[src/rtl/v_tile_out_router.sv]
// Output router for v_tile: buffers adder result vectors in a small FIFO and multicasts each
// one to the N/E/S/W neighbours. Optional stats counters are enabled by defining ROUTER_STATS_EN.
module v_tile_out_router #(
    parameter int width      = 16,
    parameter int num_inputs = 4,
    parameter int depth      = 4
) (
    input  logic                        clk,
    input  logic                        reset,
    input  logic [width*num_inputs-1:0] adder_outputs,
    input  logic [3:0]                  dest_info,
    input  logic                        adder_ack,
    output logic                        cap_rdy,
    output logic [width*num_inputs-1:0] out_data,
    output logic [3:0]                  out_en,
    input  logic [3:0]                  out_rdy,
    input  logic [3:0]                  out_ack,
    output logic                        ovf
`ifdef ROUTER_STATS_EN
    ,
    output logic [15:0]                 sent_cnt,
    output logic [15:0]                 drop_cnt
`endif
);

    localparam int VW = width * num_inputs;
    localparam int AW = (depth > 1) ? $clog2(depth) : 1;
    localparam int CW = $clog2(depth + 1);

    typedef enum logic {
        IDLE = 1'b0,
        SEND = 1'b1
    } state_t;

    logic [VW-1:0] data_mem [depth];
    logic [3:0]    dest_mem [depth];

    logic [AW-1:0] wr_ptr_reg;
    logic [AW-1:0] rd_ptr_reg;
    logic [CW-1:0] count_reg;
    state_t        state_reg;
    state_t        state_next;
    logic [3:0]    pend_reg;
    logic [3:0]    pend_next;
    logic [3:0]    en_reg;
    logic [3:0]    en_next;
    logic [3:0]    retire;
    logic          ovf_reg;
    logic          push;
    logic          pop;
    logic          empty;
    logic [3:0]    head_dest;

    assign empty     = (count_reg == '0);
    assign cap_rdy   = (count_reg != CW'(depth));
    assign push      = adder_ack && cap_rdy;
    assign head_dest = dest_mem[rd_ptr_reg];
    assign out_data  = empty ? '0 : data_mem[rd_ptr_reg];
    assign out_en    = en_reg;
    assign ovf       = ovf_reg;

    always_ff @(posedge clk) begin
        if (push) begin
            data_mem[wr_ptr_reg] <= adder_outputs;
            dest_mem[wr_ptr_reg] <= dest_info;
        end
    end

    // An enable only rises on a sampled rdy and then holds until that direction acks.
    genvar gi;
    generate
        for (gi = 0; gi < 4; gi++) begin : g_dir
            assign retire[gi]  = en_reg[gi] && out_ack[gi];
            assign en_next[gi] = (state_reg == SEND) &&
                                 (en_reg[gi] ? !out_ack[gi] : (pend_reg[gi] && out_rdy[gi]));
        end
    endgenerate

    always_comb begin
        state_next = state_reg;
        pend_next  = pend_reg;
        pop        = 1'b0;
        case (state_reg)
            IDLE: begin
                if (!empty) begin
                    if (head_dest == 4'b0000) begin
                        pop = 1'b1;
                    end else begin
                        pend_next  = head_dest;
                        state_next = SEND;
                    end
                end
            end
            SEND: begin
                pend_next = pend_reg & ~retire;
                if (pend_next == 4'b0000) begin
                    pop        = 1'b1;
                    state_next = IDLE;
                end
            end
            default: state_next = IDLE;
        endcase
    end

    always_ff @(posedge clk) begin
        if (reset) begin
            wr_ptr_reg <= '0;
            rd_ptr_reg <= '0;
            count_reg  <= '0;
            state_reg  <= IDLE;
            pend_reg   <= 4'b0000;
            en_reg     <= 4'b0000;
            ovf_reg    <= 1'b0;
        end else begin
            state_reg <= state_next;
            pend_reg  <= pend_next;
            en_reg    <= en_next;
            count_reg <= count_reg + CW'(push) - CW'(pop);
            if (push) begin
                wr_ptr_reg <= wr_ptr_reg + AW'(1);
            end
            if (pop) begin
                rd_ptr_reg <= rd_ptr_reg + AW'(1);
            end
            if (adder_ack && !cap_rdy) begin
                ovf_reg <= 1'b1;
            end
        end
    end

`ifdef ROUTER_STATS_EN
    logic [15:0] sent_cnt_reg;
    logic [15:0] drop_cnt_reg;
    logic        sent_inc;
    logic        ovf_drop;
    logic        discard;
    logic [16:0] drop_sum;

    assign sent_inc = pop && (state_reg == SEND);
    assign discard  = pop && (state_reg == IDLE);
    assign ovf_drop = adder_ack && !cap_rdy;
    // An overflow drop and a discard can land in the same cycle, so add both before saturating.
    assign drop_sum = {1'b0, drop_cnt_reg} + {16'b0, ovf_drop} + {16'b0, discard};
    assign sent_cnt = sent_cnt_reg;
    assign drop_cnt = drop_cnt_reg;

    always_ff @(posedge clk) begin
        if (reset) begin
            sent_cnt_reg <= 16'h0000;
            drop_cnt_reg <= 16'h0000;
        end else begin
            if (sent_inc && (sent_cnt_reg != 16'hFFFF)) begin
                sent_cnt_reg <= sent_cnt_reg + 16'h0001;
            end
            drop_cnt_reg <= drop_sum[16] ? 16'hFFFF : drop_sum[15:0];
        end
    end
`endif

endmodule

[config.mk]
export PLATFORM = sky130hd
export DESIGN_NAME = v_tile_out_router
export DESIGN_NICKNAME = d
export VERILOG_FILES = /design/src/rtl/v_tile_out_router.sv
export SDC_FILE = /design/constraint.sdc
export NUM_CORES = 1
export LEC_CHECK = 0
export BUFFER_PORTS_ARGS = -buffer_cell sky130_fd_sc_hd__buf_2
export CAP_MARGIN = 20
export CORE_MARGIN = 10
export CORE_UTILIZATION = 30
export DETAILED_ROUTE_END_ITERATION = 8
export PLACE_DENSITY = 0.48
export SYNTH_ARGS = -nofsm -noshare
export SYNTH_HDL_FRONTEND = slang
export SYNTH_SLANG_ARGS = --single-unit
export TNS_END_PERCENT = 100
[constraint.sdc]
create_clock -name clk -period 3.92 [get_ports clk]
set_clock_uncertainty 0.2 [all_clocks]
set_input_delay 0.784 -clock clk [delete_from_list [all_inputs] [get_ports clk]]
set_output_delay 0.784 -clock clk [all_outputs]
set_load 0.1 [all_outputs]
Yosys cells after proc, flatten, opt, wreduce, memory -nomap -nowiden

Memories as Yosys holds them, arrays and structs flattened. A register that Yosys moved wholly into a read port is not among the register bits.
Index checks and enable logic that the tools add are counted.

Mux-type cells: 22
Reductions and logical operators: 23
Eq/ne operators: 3
Bitwise logic cells: 3
Add/sub/neg operators: 4

Operators by type and width:

| kind                                                          | count |
|---|---|
| 64-bit two-way mux                                            | 1 |
| 1-bit logical AND                                             | 14 |
| 1-bit two-way mux                                             | 12 |
| 4-bit zero test                                               | 2 |
| 2-bit two-way mux                                             | 4 |
| 4-bit two-way mux                                             | 2 |
| 4-bit case mux with 2 select lines                            | 1 |
| 1-bit zero test                                               | 5 |
| 2-bit by 1-bit adder with 2-bit output, second input constant | 2 |
| 4-bit AND                                                     | 1 |
| 2-bit != test, second input constant                          | 2 |
| 4-bit inverter                                                | 1 |
| 1-bit case mux with 2 select lines                            | 2 |
| 3-bit by 1-bit adder with 3-bit output                        | 1 |
| 3-bit zero test                                               | 1 |
| 3-bit != test, second input constant                          | 1 |
| 3-bit by 1-bit subtractor with 3-bit output                   | 1 |
| 2-bit AND reduction                                           | 1 |
| 1-bit inverter                                                | 1 |

Memory bits (writable): 272
Input port bits: 79
Memories: 2
Word-level logic and storage cells: 64
Output and inout port bits: 70
Register bits: 17

Memory list:

| name     | depth | bits a word | rd ports | clocked after Yosys merged registers in | wr ports | RTL line | RTL |
|---|---|---|---|---|---|---|---|
| data_mem | 4     | 64          | 1        | 1                                       | 1        | 35       | `logic [VW-1:0] data_mem [depth];` |
| dest_mem | 4     | 4           | 1        | 1                                       | 1        | 36       | `logic [3:0] dest_mem [depth];` |

Longest topological paths before layout

Depth after elaboration: 8
Mapped depth: 10
Mapped depth without buffers: 9

Worst setup path after synthesis

OpenSTA, ideal clock, no wires.

Kind: register to register
Start: register count_reg[1]
End: memory data_mem[0][0] (netlist bit), enable pin
Arrival: 2.917 ns
Path buffers: 0
Library setup time: 0.434 ns
Path slack: 0.369 ns
Cell stages (with the launch flop): 4
Cells stage by stage: dfxtp_1 -> nor2_1 -> nand2_1 -> and3_1

Cells in the longest elaborated chain, start to end: 4

RTL lines:

| what                                    | RTL line | RTL |
|---|---|---|
| start: declaration                      | 40       | `logic [CW-1:0] count_reg;` |
| start signal: assignment                | 118      | `count_reg <= count_reg + CW'(push) - CW'(pop);` |
| 3-bit != test                           | 55       | `assign cap_rdy = (count_reg != CW'(depth));` |
| via cap_rdy                             | 13       | `output logic cap_rdy,` |
| 1-bit logical AND                       | 56       | `assign push = adder_ack && cap_rdy;` |
| 1-bit two-way mux                       | 63       | `if (push) begin` |
| 1-bit two-way mux (not written as such) | 64       | `data_mem[wr_ptr_reg] <= adder_outputs;` |
| end: declaration                        | 35       |  |

The timed path passes the listed nets, and every way through them passes these cells.

Worst setup path after layout

Start: register count_reg[1]
End: output out_data[3]

Cells in the longest elaborated chain, start to end: 2

RTL lines:

| what               | RTL line | RTL |
|---|---|---|
| 3-bit zero test    | 54       | `assign empty = (count_reg == '0);` |
| 64-bit two-way mux | 58       | `assign out_data = empty ? '0 : data_mem[rd_ptr_reg];` |
| end: declaration   | 14       | `output logic [width*num_inputs-1:0] out_data,` |

No other way between the ends.

==> results.ini <==
[run_status]
status=completed

[setup_path]
crit_arrival_ns=2.53
cp_cell_sequence=or3_2 > buf_4 > and2_1 > buf_2
required_ns=2.94
worstSetupStartpointType=flop
critPathKind=flop to primary output
critPathSlowestCell=buf_4
cpPeakStageDelay_ns=0.50
endpoint_kind=primary output
worstPathMaxFanout=45

[floorplan]
coreArea_mm2=0.03652
io_pins=149
die_w_um=212.3
die_area_mm2=0.04507
fp.dieH_um=212.3
num_rows=70
start_util_pct=30.37

[synthesis]
synth_top_family_by_area=multiplexers
synthMuxAreaShare_pct=14.21
synthAdderAreaFrac_pct=0.7444
syn_avg_cell_area_um2=21.17
synth_cell_types=32
yosysTopAreaCell=edfxtp_1
synth_top_area_share_pct=73.63
syn-num-nets=609
yosys_warnings=0
synthesis.area_mm2=0.01109
yosys.area_share.simple_pct=5.436
synth_compound_area_share_pct=1.072
syn_inst=524
synth_seq_cells=291
ys_seq_area_share_pct=77.06
synth_area_leaders=edfxtp_1, mux4_2, and2_1
synth_xor_xnor_area_share_pct=0.3948

[timing]
tns_ns=0
tightest_slew_ns=0.7300
drv_slew=0
max_freq_ghz=0.2843
whs_ns=0.2764
fin_crit_ns=3.517
finalSetupViolCount=0
slew_headroom_pct=50.07
min_period_over_period_pct=89.72
rsz0062_at_grt=false
hold_viol=0

[finish]
nFillCells=3388
synthToLayoutAreaGrowth_pct=23.22
final_core_util_pct=37.43
max_flop_register=data_mem
num-nets-final=778
final_cell_mix=edfxtp_1, buf_2, mux4_2, and2_1, clkbuf_16
fin_cells=1190
largest_reg_flops=256
layout_commonest_cell=edfxtp_1
reg_top3=data_mem (256), dest_mem (16)
drive_gt1_share_pct=40.75

[placed_design]
dp_cells=1125
routabilityCongestion=0.7791
numPortBuffers=148
dp_hpwl_mm=14.82

[grt]
antenna_found_initial=8
grt_pass1_vias=6265
grt_max_degree=46
grt_usage_pct=10.84
grt_pass1_wl_mm=37.40
grt-ovfl-total=0

[detailed_routing]
drc=0
via_per_inst=4.633
ant_nets=0
dr.first_iter.drc_count=266
first_pass_iters=5
routed-via-count=5513
wl_per_cell_um=20.48
routed_wirelength_mm=24.37

[clock_network]
tritoncts=done
post_cts_resized=0
postCtsSetupRepairBufs=0
htree_levels=2
clk_pin_slew_ns=0.06
hold_buffers=0
cts_buffer_depth=3
cts_sinks=291
clockRootBuffer=clkbuf_16
clkLatencyLatePin_ns=0.49
numCtsBuffers=34

[worst_hold_path]
holdCritPathClass=flop to flop

[job]
cap_violations=0

## cell usage after synthesis (all sizes together)
cell type  count
a2111oi        1
a211oi         1
a21boi         3
a21oi          6
a22oi          1
a31oi          1
a32oi          3
and2          65
and3           4
buf            9
clkbuf        15
dfxtp         19
edfxtp       272
fa             1
ha             5
inv            4
mux2           4
mux4          68
nand2          8
nand2b         1
nand3          5
nor2          14
nor2b          3
nor4           1
o21ai          1
or2            1
or3            2
or4            1
xnor2          5
## cells by family (layout without fill, tap and decap cells)
group	Yosys count	after routing
flops	291	291
simple gates	105	105
mux	72	72
buf+inv	28	223
compound gates	17	17
fa+ha+maj	6	6
xor+xnor	5	5
other cells	0	3
## through the flow
stage,cell area [um2],setup WS (ns)
floorplan,11090,0.3689
global placement,12490,0.5060
detailed placement,12490,0.5103
CTS,13660,0.2780
global route,13660,0.1646
finish,13670,0.4028
## layout make-up
cell class / instances / area, um2 / share of cell area [%]
inverter: 4 / 15.01 / 0.1098
tap: 468 / 585.6 / 4.284
clock buffer: 41 / 918.4 / 6.719
antenna: 3 / 7.507 / 0.05492
timing repair buffer: 157 / 883.3 / 6.462
clock inverter: 21 / 257.7 / 1.886
multi-input combinational: 205 / 2446 / 17.89
sequential: 291 / 8556 / 62.59
## routing by layer
| metal | global-route usage [%] | vias to the layer above | routed length, um | share of wire, % |
|---|---|---|---|---|
| met4 | 2.511 | 12 | 397 | 1.6 |
| met2 | 17.95 | 133 | 11710 | 48 |
| met3 | 3.711 | 44 | 1679 | 6.9 |
| met5 | 0 | - | 71 | 0.29 |
| li1 | - | 2466 | - | - |
| met1 | 13.39 | 2858 | 10520 | 43 |
## critical path: cells and delay by family, from the launching register on
family | cells | cell delay (ns)
buf+inv | 2 | 0.94
flops | 1 | 0.39
simple gates | 2 | 0.68
## worst paths after layout
kind / start / endpoint / slack, ns / cells past startpoint
hold reg to reg: ovf / ovf / 0.28 / 2
hold / removal: ovf / ovf / 0.28 / 2
setup reg to reg: count_reg[2] / count_reg[2] / 0.84 / 9
setup / recovery: count_reg[1] / out_data[3] / 0.40 / 4
Power is left out: the tool's default activity adds up to more than one toggle a clock period on the data nets, which glitch-free logic cannot reach.
